## config.mk

```make
export PLATFORM = sky130hd
export DESIGN_NAME = sram_req_arbiter_flat
export DESIGN_NICKNAME = d
export VERILOG_FILES = /design/src/rtl/sram_req_arbiter_pkg.sv /design/src/rtl/sram_req_arbiter_if.sv /design/src/rtl/sram_req_arbiter_tag_fifo.sv /design/src/rtl/sram_req_arbiter.sv /design/src/flat_wrapper.sv
export SDC_FILE = /design/constraint.sdc
export NUM_CORES = 1
export LEC_CHECK = 0
export ABC_AREA = 1
export CAP_MARGIN = 20
export CORE_AREA = 2 2 123 125
export CTS_CLUSTER_SIZE = 14
export DETAILED_ROUTE_END_ITERATION = 6
export DIE_AREA = 0 0 125 127
export PLACE_DENSITY = 0.68
export RECOVER_POWER = 50
export SYNTH_ARGS = -nofsm -noshare
export SYNTH_HDL_FRONTEND = slang
export SYNTH_SLANG_ARGS = --single-unit
```

## constraint.sdc

```tcl
create_clock -name clk -period 4.6 [get_ports clk]
set_clock_uncertainty 0.2 [all_clocks]
set_input_delay 0.92 -clock clk [delete_from_list [all_inputs] [get_ports clk]]
set_output_delay 0.92 -clock clk [all_outputs]
set_load 0.01 [all_outputs]
```

## src/rtl/sram_req_arbiter_pkg.sv

```systemverilog
// Shared types for the IF/MEM sram-like port arbiter.
// Owner tags, arbiter state codes and the forwarded command bundle.
package sram_req_arbiter_pkg;

    typedef logic [1:0] sram_size_t;

    typedef enum logic [1:0] {
        ARB_IDLE   = 2'd0,
        ARB_HOLD_I = 2'd1,
        ARB_HOLD_D = 2'd2
    } arb_state_e;

    typedef enum logic {
        TAG_INST = 1'b0,
        TAG_DATA = 1'b1
    } tag_e;

    localparam sram_size_t SIZE_WORD = 2'd2;

    typedef struct packed {
        logic        wr;
        sram_size_t  size;
        logic [3:0]  wstrb;
        logic [31:0] addr;
        logic [31:0] wdata;
    } sram_cmd_t;

    // Instruction fetch is always a word read.
    function automatic sram_cmd_t inst_cmd(input logic [31:0] addr);
        sram_cmd_t c;
        c.wr    = 1'b0;
        c.size  = SIZE_WORD;
        c.wstrb = 4'b0000;
        c.addr  = addr;
        c.wdata = 32'h0;
        return c;
    endfunction

endpackage

```

## src/rtl/sram_req_arbiter_if.sv

```systemverilog
// Sram-like request/response port: master issues req, slave answers.
// Used for the inst side, the data side and the shared memory side.
interface sram_req_arbiter_if;
    import sram_req_arbiter_pkg::*;

    logic        req;
    logic        wr;
    sram_size_t  size;
    logic [3:0]  wstrb;
    logic [31:0] addr;
    logic [31:0] wdata;
    logic        addr_ok;
    logic        data_ok;
    logic [31:0] rdata;

    modport master (
        output req,
        output wr,
        output size,
        output wstrb,
        output addr,
        output wdata,
        input  addr_ok,
        input  data_ok,
        input  rdata
    );

    modport slave (
        input  req,
        input  wr,
        input  size,
        input  wstrb,
        input  addr,
        input  wdata,
        output addr_ok,
        output data_ok,
        output rdata
    );

endinterface

```

## src/rtl/sram_req_arbiter_tag_fifo.sv

```systemverilog
// In-order owner-tag FIFO for accepted, not yet answered transactions.
// Push and pop may coincide at any occupancy, including full.
module sram_req_arbiter_tag_fifo
    import sram_req_arbiter_pkg::*;
#(
    parameter int DEPTH = 4
) (
    input  logic clk,
    input  logic reset,
    input  logic push_i,
    input  logic pop_i,
    input  tag_e tag_i,
    output tag_e tag_o,
    output logic full_o,
    output logic empty_o
);

    localparam int AW = $clog2(DEPTH);

    tag_e           mem_q [DEPTH];
    logic [AW-1:0]  wptr_q, wptr_d;
    logic [AW-1:0]  rptr_q, rptr_d;
    logic [AW:0]    cnt_q, cnt_d;
    logic           do_push;
    logic           do_pop;

    assign empty_o = (cnt_q == '0);
    assign full_o  = (cnt_q == (AW+1)'(DEPTH));
    assign do_pop  = pop_i && !empty_o;
    assign do_push = push_i && (!full_o || do_pop);
    assign tag_o   = mem_q[rptr_q];

    // Pointers wrap naturally since DEPTH is a power of two.
    always_comb begin
        wptr_d = wptr_q;
        rptr_d = rptr_q;
        cnt_d  = cnt_q;
        if (do_push) begin
            wptr_d = wptr_q + 1'b1;
        end
        if (do_pop) begin
            rptr_d = rptr_q + 1'b1;
        end
        if (do_push && !do_pop) begin
            cnt_d = cnt_q + 1'b1;
        end else if (do_pop && !do_push) begin
            cnt_d = cnt_q - 1'b1;
        end
    end

    always_ff @(posedge clk) begin
        if (reset) begin
            wptr_q <= '0;
            rptr_q <= '0;
            cnt_q  <= '0;
        end else begin
            wptr_q <= wptr_d;
            rptr_q <= rptr_d;
            cnt_q  <= cnt_d;
        end
    end

    always_ff @(posedge clk) begin
        if (do_push) begin
            mem_q[wptr_q] <= tag_i;
        end
    end

endmodule

```

## src/rtl/sram_req_arbiter.sv

```systemverilog
// Shares one sram-like port between instruction fetch (M0) and data (M1).
// Data has priority; a starve counter eventually forces an M0 grant.
module sram_req_arbiter
    import sram_req_arbiter_pkg::*;
#(
    parameter int OUTSTANDING = 4,
    parameter int STARVE_MAX  = 8
) (
    input  logic             clk,
    input  logic             reset,
    sram_req_arbiter_if.slave  inst_io,
    sram_req_arbiter_if.slave  data_io,
    sram_req_arbiter_if.master mem_io
);

    localparam int SW = $clog2(STARVE_MAX + 1);
    localparam logic [SW-1:0] STARVE_LIM = SW'(STARVE_MAX);

    arb_state_e    state_q, state_d;
    logic [SW-1:0] starve_q, starve_d;

    logic      fifo_full;
    logic      fifo_empty;
    logic      pop;
    logic      room;
    logic      gnt_i;
    logic      gnt_d;
    logic      m_req;
    logic      accept;
    tag_e      head_tag;
    tag_e      push_tag;
    sram_cmd_t i_cmd;
    sram_cmd_t d_cmd;
    sram_cmd_t m_cmd;
    logic      inst_unused;

    assign inst_unused = ^{inst_io.wr, inst_io.size,
                           inst_io.wstrb, inst_io.wdata};

    assign i_cmd = inst_cmd(inst_io.addr);
    assign d_cmd = '{wr:    data_io.wr,
                     size:  data_io.size,
                     wstrb: data_io.wstrb,
                     addr:  data_io.addr,
                     wdata: data_io.wdata};

    // A response in the same cycle frees a slot for a new accept.
    assign pop  = !reset && mem_io.data_ok && !fifo_empty;
    assign room = !fifo_full || pop;

    always_comb begin
        state_d = state_q;
        gnt_i   = 1'b0;
        gnt_d   = 1'b0;
        unique case (state_q)
            ARB_IDLE: begin
                if (room) begin
                    if (inst_io.req &&
                        (!data_io.req || starve_q == STARVE_LIM)) begin
                        gnt_i = 1'b1;
                    end else begin
                        gnt_d = data_io.req;
                    end
                end
            end
            ARB_HOLD_I: gnt_i = 1'b1;
            ARB_HOLD_D: gnt_d = 1'b1;
            default: ;
        endcase
        if (reset) begin
            gnt_i = 1'b0;
            gnt_d = 1'b0;
        end
        if ((gnt_i || gnt_d) && !mem_io.addr_ok) begin
            state_d = gnt_i ? ARB_HOLD_I : ARB_HOLD_D;
        end else begin
            state_d = ARB_IDLE;
        end
    end

    always_comb begin
        starve_d = starve_q;
        if (!inst_io.req || (gnt_i && mem_io.addr_ok)) begin
            starve_d = '0;
        end else if (starve_q != STARVE_LIM) begin
            starve_d = starve_q + 1'b1;
        end
    end

    always_ff @(posedge clk) begin
        if (reset) begin
            state_q  <= ARB_IDLE;
            starve_q <= '0;
        end else begin
            state_q  <= state_d;
            starve_q <= starve_d;
        end
    end

    always_comb begin
        m_cmd = '0;
        if (gnt_i) begin
            m_cmd = i_cmd;
        end else if (gnt_d) begin
            m_cmd = d_cmd;
        end
    end

    assign m_req    = gnt_i || gnt_d;
    assign accept   = m_req && mem_io.addr_ok;
    assign push_tag = gnt_d ? TAG_DATA : TAG_INST;

    assign mem_io.req   = m_req;
    assign mem_io.wr    = m_cmd.wr;
    assign mem_io.size  = m_cmd.size;
    assign mem_io.wstrb = m_cmd.wstrb;
    assign mem_io.addr  = m_cmd.addr;
    assign mem_io.wdata = m_cmd.wdata;

    assign inst_io.addr_ok = gnt_i && mem_io.addr_ok;
    assign data_io.addr_ok = gnt_d && mem_io.addr_ok;

    assign inst_io.data_ok = pop && (head_tag == TAG_INST);
    assign data_io.data_ok = pop && (head_tag == TAG_DATA);
    assign inst_io.rdata   = inst_io.data_ok ? mem_io.rdata : 32'h0;
    assign data_io.rdata   = data_io.data_ok ? mem_io.rdata : 32'h0;

    sram_req_arbiter_tag_fifo #(
        .DEPTH (OUTSTANDING)
    ) u_tag_fifo (
        .clk     (clk),
        .reset   (reset),
        .push_i  (accept),
        .pop_i   (pop),
        .tag_i   (push_tag),
        .tag_o   (head_tag),
        .full_o  (fifo_full),
        .empty_o (fifo_empty)
    );

    a_no_orphan_resp: assert property (
        @(posedge clk) disable iff (reset)
        !(mem_io.data_ok && fifo_empty)
    );

endmodule

```

## src/flat_wrapper.sv

```systemverilog
// flat-port wrapper written by rule: the top's interface ports become plain ports
module sram_req_arbiter_flat import sram_req_arbiter_pkg::*;
#(
    parameter int OUTSTANDING = 4,
    parameter int STARVE_MAX  = 8
)
  (clk, reset, inst_io_req, inst_io_wr, inst_io_size, inst_io_wstrb, inst_io_addr, inst_io_wdata, inst_io_addr_ok, inst_io_data_ok, inst_io_rdata, data_io_req, data_io_wr, data_io_size, data_io_wstrb, data_io_addr, data_io_wdata, data_io_addr_ok, data_io_data_ok, data_io_rdata, mem_io_req, mem_io_wr, mem_io_size, mem_io_wstrb, mem_io_addr, mem_io_wdata, mem_io_addr_ok, mem_io_data_ok, mem_io_rdata);
  sram_req_arbiter_if inst_io_i ();
  sram_req_arbiter_if data_io_i ();
  sram_req_arbiter_if mem_io_i ();
  input  logic clk;
  input  logic reset;
  input wire logic [$bits(inst_io_i.req)-1:0] inst_io_req;
  input wire logic [$bits(inst_io_i.wr)-1:0] inst_io_wr;
  input wire logic [$bits(inst_io_i.size)-1:0] inst_io_size;
  input wire logic [$bits(inst_io_i.wstrb)-1:0] inst_io_wstrb;
  input wire logic [$bits(inst_io_i.addr)-1:0] inst_io_addr;
  input wire logic [$bits(inst_io_i.wdata)-1:0] inst_io_wdata;
  output wire logic [$bits(inst_io_i.addr_ok)-1:0] inst_io_addr_ok;
  output wire logic [$bits(inst_io_i.data_ok)-1:0] inst_io_data_ok;
  output wire logic [$bits(inst_io_i.rdata)-1:0] inst_io_rdata;
  input wire logic [$bits(data_io_i.req)-1:0] data_io_req;
  input wire logic [$bits(data_io_i.wr)-1:0] data_io_wr;
  input wire logic [$bits(data_io_i.size)-1:0] data_io_size;
  input wire logic [$bits(data_io_i.wstrb)-1:0] data_io_wstrb;
  input wire logic [$bits(data_io_i.addr)-1:0] data_io_addr;
  input wire logic [$bits(data_io_i.wdata)-1:0] data_io_wdata;
  output wire logic [$bits(data_io_i.addr_ok)-1:0] data_io_addr_ok;
  output wire logic [$bits(data_io_i.data_ok)-1:0] data_io_data_ok;
  output wire logic [$bits(data_io_i.rdata)-1:0] data_io_rdata;
  output wire logic [$bits(mem_io_i.req)-1:0] mem_io_req;
  output wire logic [$bits(mem_io_i.wr)-1:0] mem_io_wr;
  output wire logic [$bits(mem_io_i.size)-1:0] mem_io_size;
  output wire logic [$bits(mem_io_i.wstrb)-1:0] mem_io_wstrb;
  output wire logic [$bits(mem_io_i.addr)-1:0] mem_io_addr;
  output wire logic [$bits(mem_io_i.wdata)-1:0] mem_io_wdata;
  input wire logic [$bits(mem_io_i.addr_ok)-1:0] mem_io_addr_ok;
  input wire logic [$bits(mem_io_i.data_ok)-1:0] mem_io_data_ok;
  input wire logic [$bits(mem_io_i.rdata)-1:0] mem_io_rdata;
  assign inst_io_i.req = inst_io_req;
  assign inst_io_i.wr = inst_io_wr;
  assign inst_io_i.size = inst_io_size;
  assign inst_io_i.wstrb = inst_io_wstrb;
  assign inst_io_i.addr = inst_io_addr;
  assign inst_io_i.wdata = inst_io_wdata;
  assign inst_io_addr_ok = inst_io_i.addr_ok;
  assign inst_io_data_ok = inst_io_i.data_ok;
  assign inst_io_rdata = inst_io_i.rdata;
  assign data_io_i.req = data_io_req;
  assign data_io_i.wr = data_io_wr;
  assign data_io_i.size = data_io_size;
  assign data_io_i.wstrb = data_io_wstrb;
  assign data_io_i.addr = data_io_addr;
  assign data_io_i.wdata = data_io_wdata;
  assign data_io_addr_ok = data_io_i.addr_ok;
  assign data_io_data_ok = data_io_i.data_ok;
  assign data_io_rdata = data_io_i.rdata;
  assign mem_io_req = mem_io_i.req;
  assign mem_io_wr = mem_io_i.wr;
  assign mem_io_size = mem_io_i.size;
  assign mem_io_wstrb = mem_io_i.wstrb;
  assign mem_io_addr = mem_io_i.addr;
  assign mem_io_wdata = mem_io_i.wdata;
  assign mem_io_i.addr_ok = mem_io_addr_ok;
  assign mem_io_i.data_ok = mem_io_data_ok;
  assign mem_io_i.rdata = mem_io_rdata;
  sram_req_arbiter #(.OUTSTANDING(OUTSTANDING), .STARVE_MAX(STARVE_MAX)) u_core (.clk(clk), .reset(reset), .inst_io(inst_io_i), .data_io(data_io_i), .mem_io(mem_io_i));
endmodule
```

==> flow_summary.json <==
{
  "slew_headroom_pct": 44.3,
  "drc": 0,
  "cap_violations": 0,
  "totalWireLength_mm": 9.34,
  "fin_crit_ns": 4.37,
  "post-route-worst-setup-slack_ns": 0.226,
  "critPathKind": "primary input to output port",
  "status": "finished clean",
  "cts_hold_buffers": 0,
  "ys.flop_type": "dfxtp_1",
  "cts_max_level": 1,
  "syn_nets": 601,
  "initial_core_util_pct": 17.2,
  "grt-busiest-layer": "met2",
  "synth_xor_area_share_pct": 1.06,
  "wl_per_cell_um": 10.8,
  "tightestPinTransition_ns": 0.835,
  "die_w_um": 125,
  "period_share_pct": 95.1,
  "grt_use_met2_pct": 20.8,
  "cts_tree": "yes",
  "hold_viol": 0,
  "cp.required_ns": 3.48,
  "async_flop_share_pct": 0,
  "drt_first_pass_iters": 3,
  "gr-total-overflow": 0,
  "p_leak_nw": 2.57,
  "min_from": "u_core.u_tag_fifo.rptr_q[1]",
  "grt_usage_pct": 11.1,
  "postCtsSetupRepairBufs": 0,
  "worst_ir_drop_vdd_v": 0.000108,
  "post_cts_resized": 0,
  "setup_tns_ns": 0,
  "ys_seq_elements": 19,
  "r2r_start": "u_core.starve_q[0]",
  "hold_class": "flip-flop to flip-flop",
  "rows": 44,
  "layout_common_cells": "clkdlybuf4s50_1, inv_1, nor2_1",
  "synth_edf_count": 4,
  "synth_area_um2": 2480,
  "die-area_um2": 15900,
  "grt_util_met3_pct": 2.93,
  "synth_area_leaders": "inv_1, nor2_1, nor2_4",
  "placed_area_um2": 5430,
  "drive_above_1_share_pct": 7.59,
  "cts_made_buffers": 3,
  "timing.hold.ws_ns": 0.278,
  "worstPathMaxFanout": 24,
  "antenna_found_initial": 0,
  "seq_area_frac_synth_pct": 17.0,
  "crit_buf_inv": 4,
  "crit_top_cell": "nand2_1",
  "synth_top_family_by_area": "simple AND/OR/NAND/NOR gates",
  "place_ws_ns": 0.349,
  "fin_nets": 874,
  "ys_types": 27,
  "grt_util_met1_pct": 12.4,
  "crit_chain": "clkdlybuf4s50_1 -> inv_2 -> nand2_1 -> nand3_2 -> nand2_1 -> nand2_1 -> nand2_1 -> clkbuf_2 -> nor2_1 -> dlygate4sd3_1",
  "clock_latency_ns": 0.25,
  "io_pins": 320,
  "clk_pin_slew_ns": 0.05,
  "drtIter0Drc": 62,
  "slowest_delay_ns": 0.62,
  "die_h_um": 127,
  "arrival_ns": 3.25,
  "synthSimpleGateAreaFrac_pct": 50.7,
  "postLayoutCellArea_um2": 5470,
  "yosysTopAreaCell": "inv_1",
  "clock_sinks": 19,
  "grt_pass1_vias": 3180,
  "route.vias.total": 3304,
  "clockBufferDepth": 2,
  "synth_top_area_share_pct": 14.2,
  "yosysWarnings": 0,
  "avgSynthCellArea_um2": 6.00,
  "hpwlAfterDp_mm": 7.92,
  "end_kind": "output port",
  "cpMaxStageDelayCell": "dlygate4sd3_1",
  "startpoint_type": "primary input",
  "drtAntennaViolNets": 0,
  "synthAdderAreaFrac_pct": 4.34,
  "ctsRootBufferMaster": "clkbuf_16",
  "viasPerCell": 3.80,
  "startpoint": "reset",
  "report.final.slew_viol_count": 0,
  "final_common_cell": "clkdlybuf4s50_1",
  "gp_congestion": 0.709,
  "synthCells": 413,
  "core_area_um2": 14400,
  "rsz0062_at_grt": "no",
  "antenna_cells": 0,
  "final-setup-viol-count": 0,
  "fin_cells": 869,
  "nFillCells": 1519,
  "grt_pass1_wl_mm": 14.9,
  "dp_cells": 865,
  "critPathTopFamily": "buffers and inverters",
  "grt_max_degree": 38,
  "synth-compound-area-share_pct": 5.25,
  "portBuffers": 280,
  "area_growth_pct": 121,
  "clock.fmax_ghz": 0.229,
  "synthMuxAreaShare_pct": 0,
  "p_per_area_nw_per_um2": 180
}
## power breakdown
group / switching, W / internal, W / leakage [nW] / total [W]
Combinational: 0.000277 / 0.000322 / 2.37 / 0.000600
Clock: 0.0000646 / 0.000117 / 0.0409 / 0.000181
Sequential: 0.0000156 / 0.000188 / 0.159 / 0.000204
## through the flow
step / util [%] / total power [W]
after global placement: 37.6 / 0.000827
final: 37.9 / 0.000985
after global routing: 37.9 / 0.00106
after detailed placement: 37.6 / 0.000830
after floorplan: - / 0.000499
after CTS: 38.2 / 0.00101
## per-layer routing
metal  part of all wire [%]  vias up
met3                     10        9
met2                     50      193
li1                       -     1741
met5                      0        -
met4                    1.3        0
met1                     39     1361
## final timing paths
kind | slack, ns | depth (start not counted) | to
worst max-delay path | 0.23 | 10 | data_io_addr_ok
worst min-delay path | 0.28 | 2 | u_core.u_tag_fifo.rptr_q[1]
worst max register to register | 1.46 | 19 | u_core.u_tag_fifo.cnt_q[2]
worst min register to register | 0.28 | 2 | u_core.u_tag_fifo.rptr_q[1]
## cells in the mapped netlist (2+ instances only)
cell type	instances
a21oi_1	10
buf_12	3
buf_2	7
buf_4	3
buf_6	3
clkbuf_1	3
dfxtp_1	15
edfxtp_1	4
ha_1	7
inv_1	94
inv_4	3
nand2_1	76
nand2_2	2
nand2_4	4
nand3_1	36
nand3_2	2
nor2_1	93
nor2_4	30
o21ai_0	8
xor2_1	3
## kinds of logic (layout without fill, tap and decap cells)
group	count (synthesis)	in the layout
DFF	19	19
adders and majority gates	8	8
AOI/OAI and AO/OA	21	21
xor gates and xnor gates	3	3
and+or+nand+nor	245	245
buffers and inverters	117	389
## worst min-delay path, delay by kind of cell, from the launching register on
family / cells / cell delay (ns)
AOI/OAI and AO/OA: 1 / 0.08
buffers and inverters: 1 / 0.06
DFF: 1 / 0.29
## area by class of cell
class,count,area (µm²),share of cell area (%)
timing repair buffer,287,2880,52.6
multi-input combinational,277,1490,27.2
clock inverter,1,5.00,0.0915
tap,184,230,4.21
sequential,19,420,7.69
inverter,98,375,6.86
clock buffer,3,75.1,1.37
(Power assumes the default switching activity.)
